### src/rtl/mem_arb_pkg.sv
// Shared definitions for the memory port arbiter.
//   - source IDs stored in the in-flight ID FIFO
//   - size encodings carried on the *_size buses
//   - arbiter state enum
//   - request bundle captured when a grant has to be held (lock)
package mem_arb_pkg;

  localparam logic SRC_INST = 1'b0;
  localparam logic SRC_DATA = 1'b1;

  localparam logic [1:0] SIZE_BYTE = 2'd0;
  localparam logic [1:0] SIZE_HALF = 2'd1;
  localparam logic [1:0] SIZE_WORD = 2'd2;

  // Widths of the stored request bundle; the arbiter's AW/DW must not exceed these.
  localparam int unsigned REQ_AW = 32;
  localparam int unsigned REQ_DW = 32;

  typedef enum logic [1:0] {
    StIdle,
    StLockI,
    StLockD
  } arb_state_e;

  typedef struct packed {
    logic                  wr;
    logic [1:0]            size;
    logic [REQ_DW/8-1:0]   wstrb;
    logic [REQ_AW-1:0]     addr;
    logic [REQ_DW-1:0]     wdata;
  } mem_req_t;

endpackage

### src/rtl/arb_id_fifo.sv
// In-flight source-ID FIFO for the memory port arbiter.
// Ports:
//   clk, reset      clock, synchronous active-high reset (empties the FIFO)
//   push, push_id   enqueue one ID (ignored when full unless a pop happens the same cycle)
//   pop             dequeue the head (ignored when empty)
//   head_id         ID at the head, valid when !empty
//   full, empty     occupancy flags
//   count           number of stored IDs, 0..Depth
module arb_id_fifo #(
  parameter int unsigned Depth = 4,
  parameter int unsigned CntW  = $clog2(Depth) + 1
) (
  input  logic            clk,
  input  logic            reset,
  input  logic            push,
  input  logic            push_id,
  input  logic            pop,
  output logic            head_id,
  output logic            full,
  output logic            empty,
  output logic [CntW-1:0] count
);

  localparam int unsigned PtrW = $clog2(Depth);

  logic [Depth-1:0] mem_q;
  logic [PtrW-1:0]  wr_ptr_q, rd_ptr_q;
  logic [CntW-1:0]  count_q;
  logic             do_push, do_pop;

  assign empty   = (count_q == '0);
  assign full    = (count_q == CntW'(Depth));
  assign count   = count_q;
  assign head_id = mem_q[rd_ptr_q];

  assign do_pop  = pop & ~empty;
  // When full, the slot being freed by a same-cycle pop is the one written.
  assign do_push = push & (~full | do_pop);

  // Pointers wrap naturally since Depth is a power of two.
  always_ff @(posedge clk) begin
    if (reset) begin
      wr_ptr_q <= '0;
      rd_ptr_q <= '0;
      count_q  <= '0;
    end else begin
      if (do_push) wr_ptr_q <= wr_ptr_q + 1'b1;
      if (do_pop)  rd_ptr_q <= rd_ptr_q + 1'b1;
      unique case ({do_push, do_pop})
        2'b10:   count_q <= count_q + 1'b1;
        2'b01:   count_q <= count_q - 1'b1;
        default: count_q <= count_q;
      endcase
    end
  end

  always_ff @(posedge clk) begin
    if (do_push) mem_q[wr_ptr_q] <= push_id;
  end

endmodule

### src/rtl/mem_port_arbiter.sv
// Shares one sram-like memory port between the fetch (inst_*) and load/store (data_*)
// requesters. Requests pass through with zero latency; a grant not accepted in its
// first cycle is locked and replayed from a registered copy until mem_addr_ok.
// Accepted requests push their source ID into an in-order FIFO, which routes each
// mem_data_ok back to the originating requester.
// Ports:
//   clk, reset                     clock, synchronous active-high reset
//   inst_* / data_*                requester sides (req, wr, size, wstrb, addr, wdata in;
//                                  addr_ok, data_ok, rdata out)
//   mem_*                          downstream port (req/wr/size/wstrb/addr/wdata out;
//                                  addr_ok, data_ok, rdata in)
// Configuration:
//   ARB_RR_EN  defined: round-robin on simultaneous requests; undefined: data over inst.
module mem_port_arbiter
  import mem_arb_pkg::*;
#(
  parameter int unsigned OUTST = 4,
  parameter int unsigned AW    = 32,
  parameter int unsigned DW    = 32
) (
  input  logic            clk,
  input  logic            reset,

  input  logic            inst_req,
  input  logic            inst_wr,
  input  logic [1:0]      inst_size,
  input  logic [DW/8-1:0] inst_wstrb,
  input  logic [AW-1:0]   inst_addr,
  input  logic [DW-1:0]   inst_wdata,
  output logic            inst_addr_ok,
  output logic            inst_data_ok,
  output logic [DW-1:0]   inst_rdata,

  input  logic            data_req,
  input  logic            data_wr,
  input  logic [1:0]      data_size,
  input  logic [DW/8-1:0] data_wstrb,
  input  logic [AW-1:0]   data_addr,
  input  logic [DW-1:0]   data_wdata,
  output logic            data_addr_ok,
  output logic            data_data_ok,
  output logic [DW-1:0]   data_rdata,

  output logic            mem_req,
  output logic            mem_wr,
  output logic [1:0]      mem_size,
  output logic [DW/8-1:0] mem_wstrb,
  output logic [AW-1:0]   mem_addr,
  output logic [DW-1:0]   mem_wdata,
  input  logic            mem_addr_ok,
  input  logic            mem_data_ok,
  input  logic [DW-1:0]   mem_rdata
);

  localparam int unsigned CntW = $clog2(OUTST) + 1;

  arb_state_e      state_q, state_d;
  mem_req_t        inst_bundle, data_bundle, sel_bundle, lock_q;
  logic            mem_src, idle_src, tie_src;
  logic            capture;
  logic            fifo_full, fifo_empty, fifo_head;
  logic [CntW-1:0] fifo_count;
  logic            push, pop, can_grant;

  always_comb begin
    inst_bundle                = '0;
    inst_bundle.wr             = inst_wr;
    inst_bundle.size           = inst_size;
    inst_bundle.wstrb[DW/8-1:0] = inst_wstrb;
    inst_bundle.addr[AW-1:0]   = inst_addr;
    inst_bundle.wdata[DW-1:0]  = inst_wdata;
    data_bundle                = '0;
    data_bundle.wr             = data_wr;
    data_bundle.size           = data_size;
    data_bundle.wstrb[DW/8-1:0] = data_wstrb;
    data_bundle.addr[AW-1:0]   = data_addr;
    data_bundle.wdata[DW-1:0]  = data_wdata;
  end

  assign pop       = mem_data_ok & ~fifo_empty;
  // A response retiring this cycle frees a slot for a new grant.
  assign can_grant = ~fifo_full | pop;

`ifdef ARB_RR_EN
  logic prio_data_q;  // 1: data wins the next tie

  assign tie_src = prio_data_q ? SRC_DATA : SRC_INST;

  // The grant is committed in the tie cycle (a lock cannot change it), so the
  // loser gets priority from here on.
  always_ff @(posedge clk) begin
    if (reset) begin
      prio_data_q <= 1'b1;
    end else if (state_q == StIdle && can_grant && inst_req && data_req) begin
      prio_data_q <= (tie_src == SRC_INST);
    end
  end
`else
  assign tie_src = SRC_DATA;
`endif

  always_comb begin
    if (inst_req && data_req) idle_src = tie_src;
    else if (data_req)        idle_src = SRC_DATA;
    else                      idle_src = SRC_INST;
  end

  always_comb begin
    state_d    = state_q;
    mem_req    = 1'b0;
    mem_src    = SRC_INST;
    sel_bundle = inst_bundle;
    capture    = 1'b0;
    unique case (state_q)
      StIdle: begin
        if (can_grant && (inst_req || data_req)) begin
          mem_req    = 1'b1;
          mem_src    = idle_src;
          sel_bundle = (idle_src == SRC_DATA) ? data_bundle : inst_bundle;
          if (!mem_addr_ok) begin
            capture = 1'b1;
            state_d = (idle_src == SRC_DATA) ? StLockD : StLockI;
          end
        end
      end
      // Locked: the slot was reserved at grant time, so the full check does not apply.
      StLockI, StLockD: begin
        mem_req    = 1'b1;
        mem_src    = (state_q == StLockD) ? SRC_DATA : SRC_INST;
        sel_bundle = lock_q;
        if (mem_addr_ok) state_d = StIdle;
      end
      default: state_d = StIdle;
    endcase
  end

  always_ff @(posedge clk) begin
    if (reset) state_q <= StIdle;
    else       state_q <= state_d;
  end

  always_ff @(posedge clk) begin
    if (capture) lock_q <= sel_bundle;
  end

  assign mem_wr    = sel_bundle.wr;
  assign mem_size  = sel_bundle.size;
  assign mem_wstrb = sel_bundle.wstrb[DW/8-1:0];
  assign mem_addr  = sel_bundle.addr[AW-1:0];
  assign mem_wdata = sel_bundle.wdata[DW-1:0];

  assign push         = mem_req & mem_addr_ok;
  assign inst_addr_ok = push & (mem_src == SRC_INST);
  assign data_addr_ok = push & (mem_src == SRC_DATA);

  assign inst_data_ok = pop & (fifo_head == SRC_INST);
  assign data_data_ok = pop & (fifo_head == SRC_DATA);
  assign inst_rdata   = mem_rdata;
  assign data_rdata   = mem_rdata;

  arb_id_fifo #(
    .Depth (OUTST),
    .CntW  (CntW)
  ) u_id_fifo (
    .clk     (clk),
    .reset   (reset),
    .push    (push),
    .push_id (mem_src),
    .pop     (mem_data_ok),
    .head_id (fifo_head),
    .full    (fifo_full),
    .empty   (fifo_empty),
    .count   (fifo_count)
  );

  count_bound_a: assert property (@(posedge clk) disable iff (reset)
    fifo_count <= CntW'(OUTST));

endmodule

### config.mk
export PLATFORM = sky130hd
export DESIGN_NAME = mem_port_arbiter
export DESIGN_NICKNAME = d
export VERILOG_FILES = /design/src/rtl/mem_arb_pkg.sv /design/src/rtl/arb_id_fifo.sv /design/src/rtl/mem_port_arbiter.sv
export SDC_FILE = /design/constraint.sdc
export NUM_CORES = 1
export LEC_CHECK = 0
export CORE_MARGIN = 2
export CORE_UTILIZATION = 33
export DETAILED_ROUTE_END_ITERATION = 8
export PLACE_DENSITY = 0.79
export SLEW_MARGIN = 20
export SYNTH_ARGS = -nofsm -noshare
export SYNTH_HDL_FRONTEND = slang
export SYNTH_SLANG_ARGS = --single-unit
### constraint.sdc
create_clock -name clk -period 6.65 [get_ports clk]
set_input_delay 0.665 -clock clk [delete_from_list [all_inputs] [get_ports clk]]
set_output_delay 0.665 -clock clk [all_outputs]
set_load 0.03 [all_outputs]
---- After elaboration in Yosys (flattened, before gate mapping) ----
Index checks and enable logic that the tools add are counted.
storage, ports and cells
  bits in registers ....................... 84
  input bits .............................. 180
  output and inout bits ................... 140
  logic and storage cells ................. 70
operators by class
  $add $sub $neg .......................... 4
  $lt $le $gt $ge ......................... 3
  eq/ne operators ......................... 8
  multiplexer cells ....................... 24
  bitwise operators ....................... 12
  reductions and logical operators ........ 9
operator list
  kind                                                                    count
  71-bit 2-to-1 mux                                                       2
  71-bit case mux with 2 select lines                                     1
  1-bit 2-to-1 mux                                                        10
  2-bit 2-to-1 mux                                                        4
  1-bit AND                                                               7
  2-bit by 3-bit < comparator with 1-bit output (second input constant)   2
  2-bit inequality test (second input constant)                           3
  3-bit case mux with 2 select lines                                      1
  2-bit by 1-bit adder with 2-bit output (second input constant)          2
  4-bit bitwise mux                                                       1
  2-bit by 1-bit equality test with 1-bit output (second input constant)  2
  2-bit equality test (second input constant)                             2
  1-bit inverter                                                          4
  1-bit case mux with 2 select lines                                      2
  2-bit case mux with 2 select lines                                      1
  3-bit by 1-bit adder with 3-bit output (second input constant)          1
  3-bit equality test (second input constant)                             1
  1-bit logical AND                                                       3
  3-bit logical NOT                                                       1
  3-bit AND reduction                                                     1
  3-bit by 1-bit subtractor with 3-bit output (second input constant)     1
  1-bit binary-select mux with 2-bit select                               1
  1-bit demux with 2-bit select                                           1
  2-bit by 1-bit >= comparator with 1-bit output (second input constant)  1
  5 further kinds                                                         5

---- Logic depth before layout (Yosys ltp) ----
  depth after elaboration ................. 11
  mapped depth ............................ 11

---- By module ----
From an unflattened synthesis, not the netlist that was laid out.
unflattened totals
  cell total of the unflattened synthesis .. 398
  area, all modules ....................... 4870.9 µm²
by module, submodules not included
  module            instances  cells each  area each (µm²)
  mem_port_arbiter  1          342         4276.6
  arb_id_fifo       1          56          594.3

---- Least setup slack after synthesis ----
Ideal clock, no wire load.
  kind .................................... input to register
  from .................................... input mem_data_ok
  to ...................................... register state_q[0]
  library setup time ...................... 0.089 ns
  arrival time ............................ 6.760 ns
  data required time ...................... 6.561 ns
  setup slack ............................. -0.199 ns
  stages .................................. 4
  cells stage by stage .................... or4b_4 -> nand2_4 -> nor3b_1 -> a22o_1
on the way
  word-level cells in the longest chain between the ends .. 5
RTL lines
  element                                 line                     RTL
  start: declaration                      mem_port_arbiter.sv:51   input logic mem_data_ok,
  1-bit AND                               mem_port_arbiter.sv:80   assign pop = mem_data_ok & ~fifo_empty;
  1-bit bitwise OR                        mem_port_arbiter.sv:82   assign can_grant = ~fifo_full | pop;
  1-bit logical AND                       mem_port_arbiter.sv:116  if (can_grant && (inst_req || data_req)) begin
  2-bit inequality test (no source line)  --
  3-bit AND reduction (no source line)    --
  end signal: assignment                  mem_port_arbiter.sv:138  if (reset) state_q <= StIdle;
  end signal: assignment                  mem_port_arbiter.sv:139  else state_q <= state_d;
  end: declaration                        mem_port_arbiter.sv:57   arb_state_e state_q, state_d;
Every way passes these cells.
A chain may end at the register's enable or synchronous reset.

---- Final worst setup path ----
  from .................................... input mem_data_ok
  to ...................................... output mem_wdata[26]
on the way
  word-level cells in the longest chain between the ends .. 5
RTL lines
  element                              line                     RTL
  1-bit AND                            mem_port_arbiter.sv:80
  1-bit bitwise OR                     mem_port_arbiter.sv:82
  1-bit logical AND                    mem_port_arbiter.sv:116
  71-bit 2-to-1 mux                    mem_port_arbiter.sv:116
  71-bit case mux with 2 select lines  mem_port_arbiter.sv:114  unique case (state_q)
  end: declaration                     mem_port_arbiter.sv:49   output logic [DW-1:0] mem_wdata,
Every way passes these cells.

==> results by group <==
Status
  – Status: completed

Synth
  – Yosys cell types: 35
  – Compound-Gate Fraction of Synth Area: 0.170
  – Post-synthesis sequential area ratio: 0.514
  – Asr flop ratio synth: 0
  – EDFF count, synth: 75
  – Mux share of post-synthesis cell area: 0.00687
  – Main combinational cell family by area after synthesis: compound AO/OA/AOI/OAI gates
  – Flops & latches, synth: 84
  – XOR/XNOR Fraction of Synth Area: 0.00925
  – Dominant cell type by area after synthesis: edfxtp_1
  – Gate Count Post-Synth: 382
  – Syn Nets: 570
  – Average size of a mapped cell: 12.4 um2
  – Adder-Cell Fraction of Synth Area: 0.0227
  – Mapped Area: 0.00473 mm2
  – Top cells by area, synth: edfxtp_1 (48%), a221o_1 (15%), buf_4 (11%), and2_1 (10%), dfxtp_1 (3.8%)
  – Post-synthesis simple-gate area fraction: 0.130
  – Top cell type's share of synthesized area: 0.476
  – Count leader, synth: and2_1
  – Yosys warnings: 0
  – Primary FF master, synth: edfxtp_1
  – Synth cell count leaders: and2_1 (76), edfxtp_1 (75), a221o_1 (71), buf_4 (71), nor2_1 (11)

Timing
  – Final Hold Violating Endpoints: 0
  – Max-slew violations: 0
  – Setup_tns: 0 ns
  – Endpoints failing setup: 0
  – Tmin final: 4.49 ns
  – Slew @ Worst Pin: 0.625 ns
  – RSZ-0062 raised after global routing: no
  – Max frequency: 0.223 GHz
  – Worst slew margin: 0.583
  – Period utilization: 0.674
  – Clk_skew: 0.00539 ns

Die
  – Site Rows: 43
  – Die area: 0.0153 mm2
  – Initial Util: 0.340
  – Die Ht: 124 um
  – IO Pins: 320
  – Die width: 124 um
  – Core footprint: 0.0139 mm2

Worst setup path
  – Cell mode on critical path: clkdlybuf4s50_1
  – Critical path buffers and inverters: 3
  – Crit path max-delay family: buffers and inverters
  – Worst-path fanout max: 41
  – Slowest CP cell: clkdlybuf4s50_1
  – Cell Chain, Critical Path: clkdlybuf4s50_1 > or4b_4 > nand2_1 > a21o_2 > buf_4 > a221o_1 > clkdlybuf4s50_1
  – Critical Path Source Type: input pin
  – CP Capture Type: output port
  – Worst EP arrival: 3.82 ns
  – Critical Path Max Stage Delay: 0.69 ns
  – Worst path required time: 5.98 ns
  – Setup CP Type: in2out

Clock tree
  – Clock-pin slew on the worst setup and hold paths: 0.06 ns
  – Longest Clk Path Bufs: 2
  – Root cell of the clock tree: clkbuf_16
  – CTS tree: done
  – H-tree levels: 3
  – Worst skew pair latency: 0.33 ns
  – Hold Buf Count CTS: 0
  – Post-cts sizing count: 0
  – CTS sink cnt: 84
  – Cts bufs inserted: 9
  – Setup bufs post-CTS: 0

Power
  – Max VDD drop: 0.157 mV
  – Pwr Density: 315 mW/mm2
  – Leakage Power: 2.46 nW
  – Overall power: 2.17 mW

Placed design
  – RD Place Congestion: 0.808
  – PortBufs: 223
  – HPWL after DPL: 10.2 mm

Route
  – Drt total wl: 13.7 mm
  – Via count: 3628
  – DRT iter0 DRCs: 176
  – DR WL/cell: 19.1 um
  – # DRC: 0
  – ANT nets after route: 0
  – Vias per inst: 5.05
  – First-pass detailed-route iteration total: 4

GRT
  – Pin count of the biggest net entering global routing: 44
  – GR Util All Layers: 0.172
  – Vias in the first global route: 3711
  – Grt total ovfl: 0
  – First-pass GRT wire length: 19.8 mm
  – Initial antenna violation count: 0

Final layout
  – Area Growth Syn to Fin: 45.5%
  – Layout Utilization: 0.494
  – Fin nets: 722
  – Layout cells sized above 1: 0.0519
  – Area of the multi-input gates: 0.00163 mm2
  – Seq. cell area: 0.00243 mm2
  – Filler instances: 1203
  – ANT cells: 0

Flow run
  – Maxcap violations: 0

Min path
  – HP Class: reg2reg
-- area by class of cell --
type,count,area share
Clock buffer,9,0.0327
Tap cell,180,0.0327
Timing Repair Buffer,229,0.333
Clock inverter,7,0.00636
Sequential cell,84,0.353
Multi-Input combinational cell,200,0.237
Inverter,10,0.00545
-- report_power, final --
group	switching (mW)	internal (mW)	leakage (nW)
clock	0.199	0.250	0.123
sequential	0.0290	0.708	0.791
combinational	0.544	0.438	1.55
-- sequential cells by signal, summed over array words and instances (netlist names) --
register	cells
u_id_fifo.mem_q	4
lock_q	71
u_id_fifo.count	3
state_q	2
u_id_fifo.rd_ptr_q	2
u_id_fifo.wr_ptr_q	2
-- cell families (layout without fill, tap and decap cells) --
logic type / count (synthesis) / in the layout
buf+inv: 98 / 255
flops: 84 / 84
xor+xnor: 5 / 5
compound gates: 84 / 84
fa+ha+maj: 8 / 8
simple gates: 101 / 101
mux: 2 / 2
-- placed cells by master (no fill, tap or decap), drive strengths merged, types with 2 or more instances in the layout --
master / Yosys / routed
a221o: 71 / 71
clkdlybuf4s50: 0 / 223
and2: 76 / 76
clkinv: 0 / 4
edfxtp: 75 / 75
clkinvlp: 0 / 3
buf: 80 / 6
clkbuf: 8 / 9
dfxtp: 9 / 9
nor2b: 3 / 3
nor3b: 2 / 2
inv: 10 / 10
xnor2: 2 / 2
xor2: 3 / 3
nor2: 11 / 11
a21oi: 4 / 4
ha: 7 / 7
or3: 2 / 2
nand2: 4 / 4
-- through the flow --
| stage | hold slack [ns] | setup slack [ns] | cells | area, um2 |
|---|---|---|---|---|
| 2_1_floorplan | 0.467 | 2.47 | 382 | 4740 |
| 3_3_place_gp | 0.481 | 2.28 | 702 | 6600 |
| 3_5_place_dp | 0.488 | 2.17 | 703 | 6620 |
| 4_1_cts | 0.503 | 2.17 | 719 | 6880 |
| 5_1_grt | 0.544 | 2.07 | 719 | 6880 |
| 6_report | 0.501 | 2.16 | 719 | 6880 |
-- metal layers --
layer  vias up  routed length, um  GRT usage
li1       1697                  -          -
met4         0                433     0.0930
met2       171               6960      0.311
met5         -                  0          0
met1      1705               5180      0.185
met3        55               1130     0.0394
-- final timing paths --
path                                                       from  depth (start not counted)                 endpoint  slack [ns]
worst min-delay path                    state_q[1]$_SDFFE_PP0P_                          1  state_q[1]$_SDFFE_PP0P_        0.50
worst max register to register  u_id_fifo.count[0]$_SDFFE_PP0P_                          5      lock_q[5]$_DFFE_PP_        4.07
worst max-delay path                                mem_data_ok                          7            mem_wdata[26]        2.16
worst min register to register          state_q[1]$_SDFFE_PP0P_                          1  state_q[1]$_SDFFE_PP0P_        0.50
(Power assumes the default switching activity.)
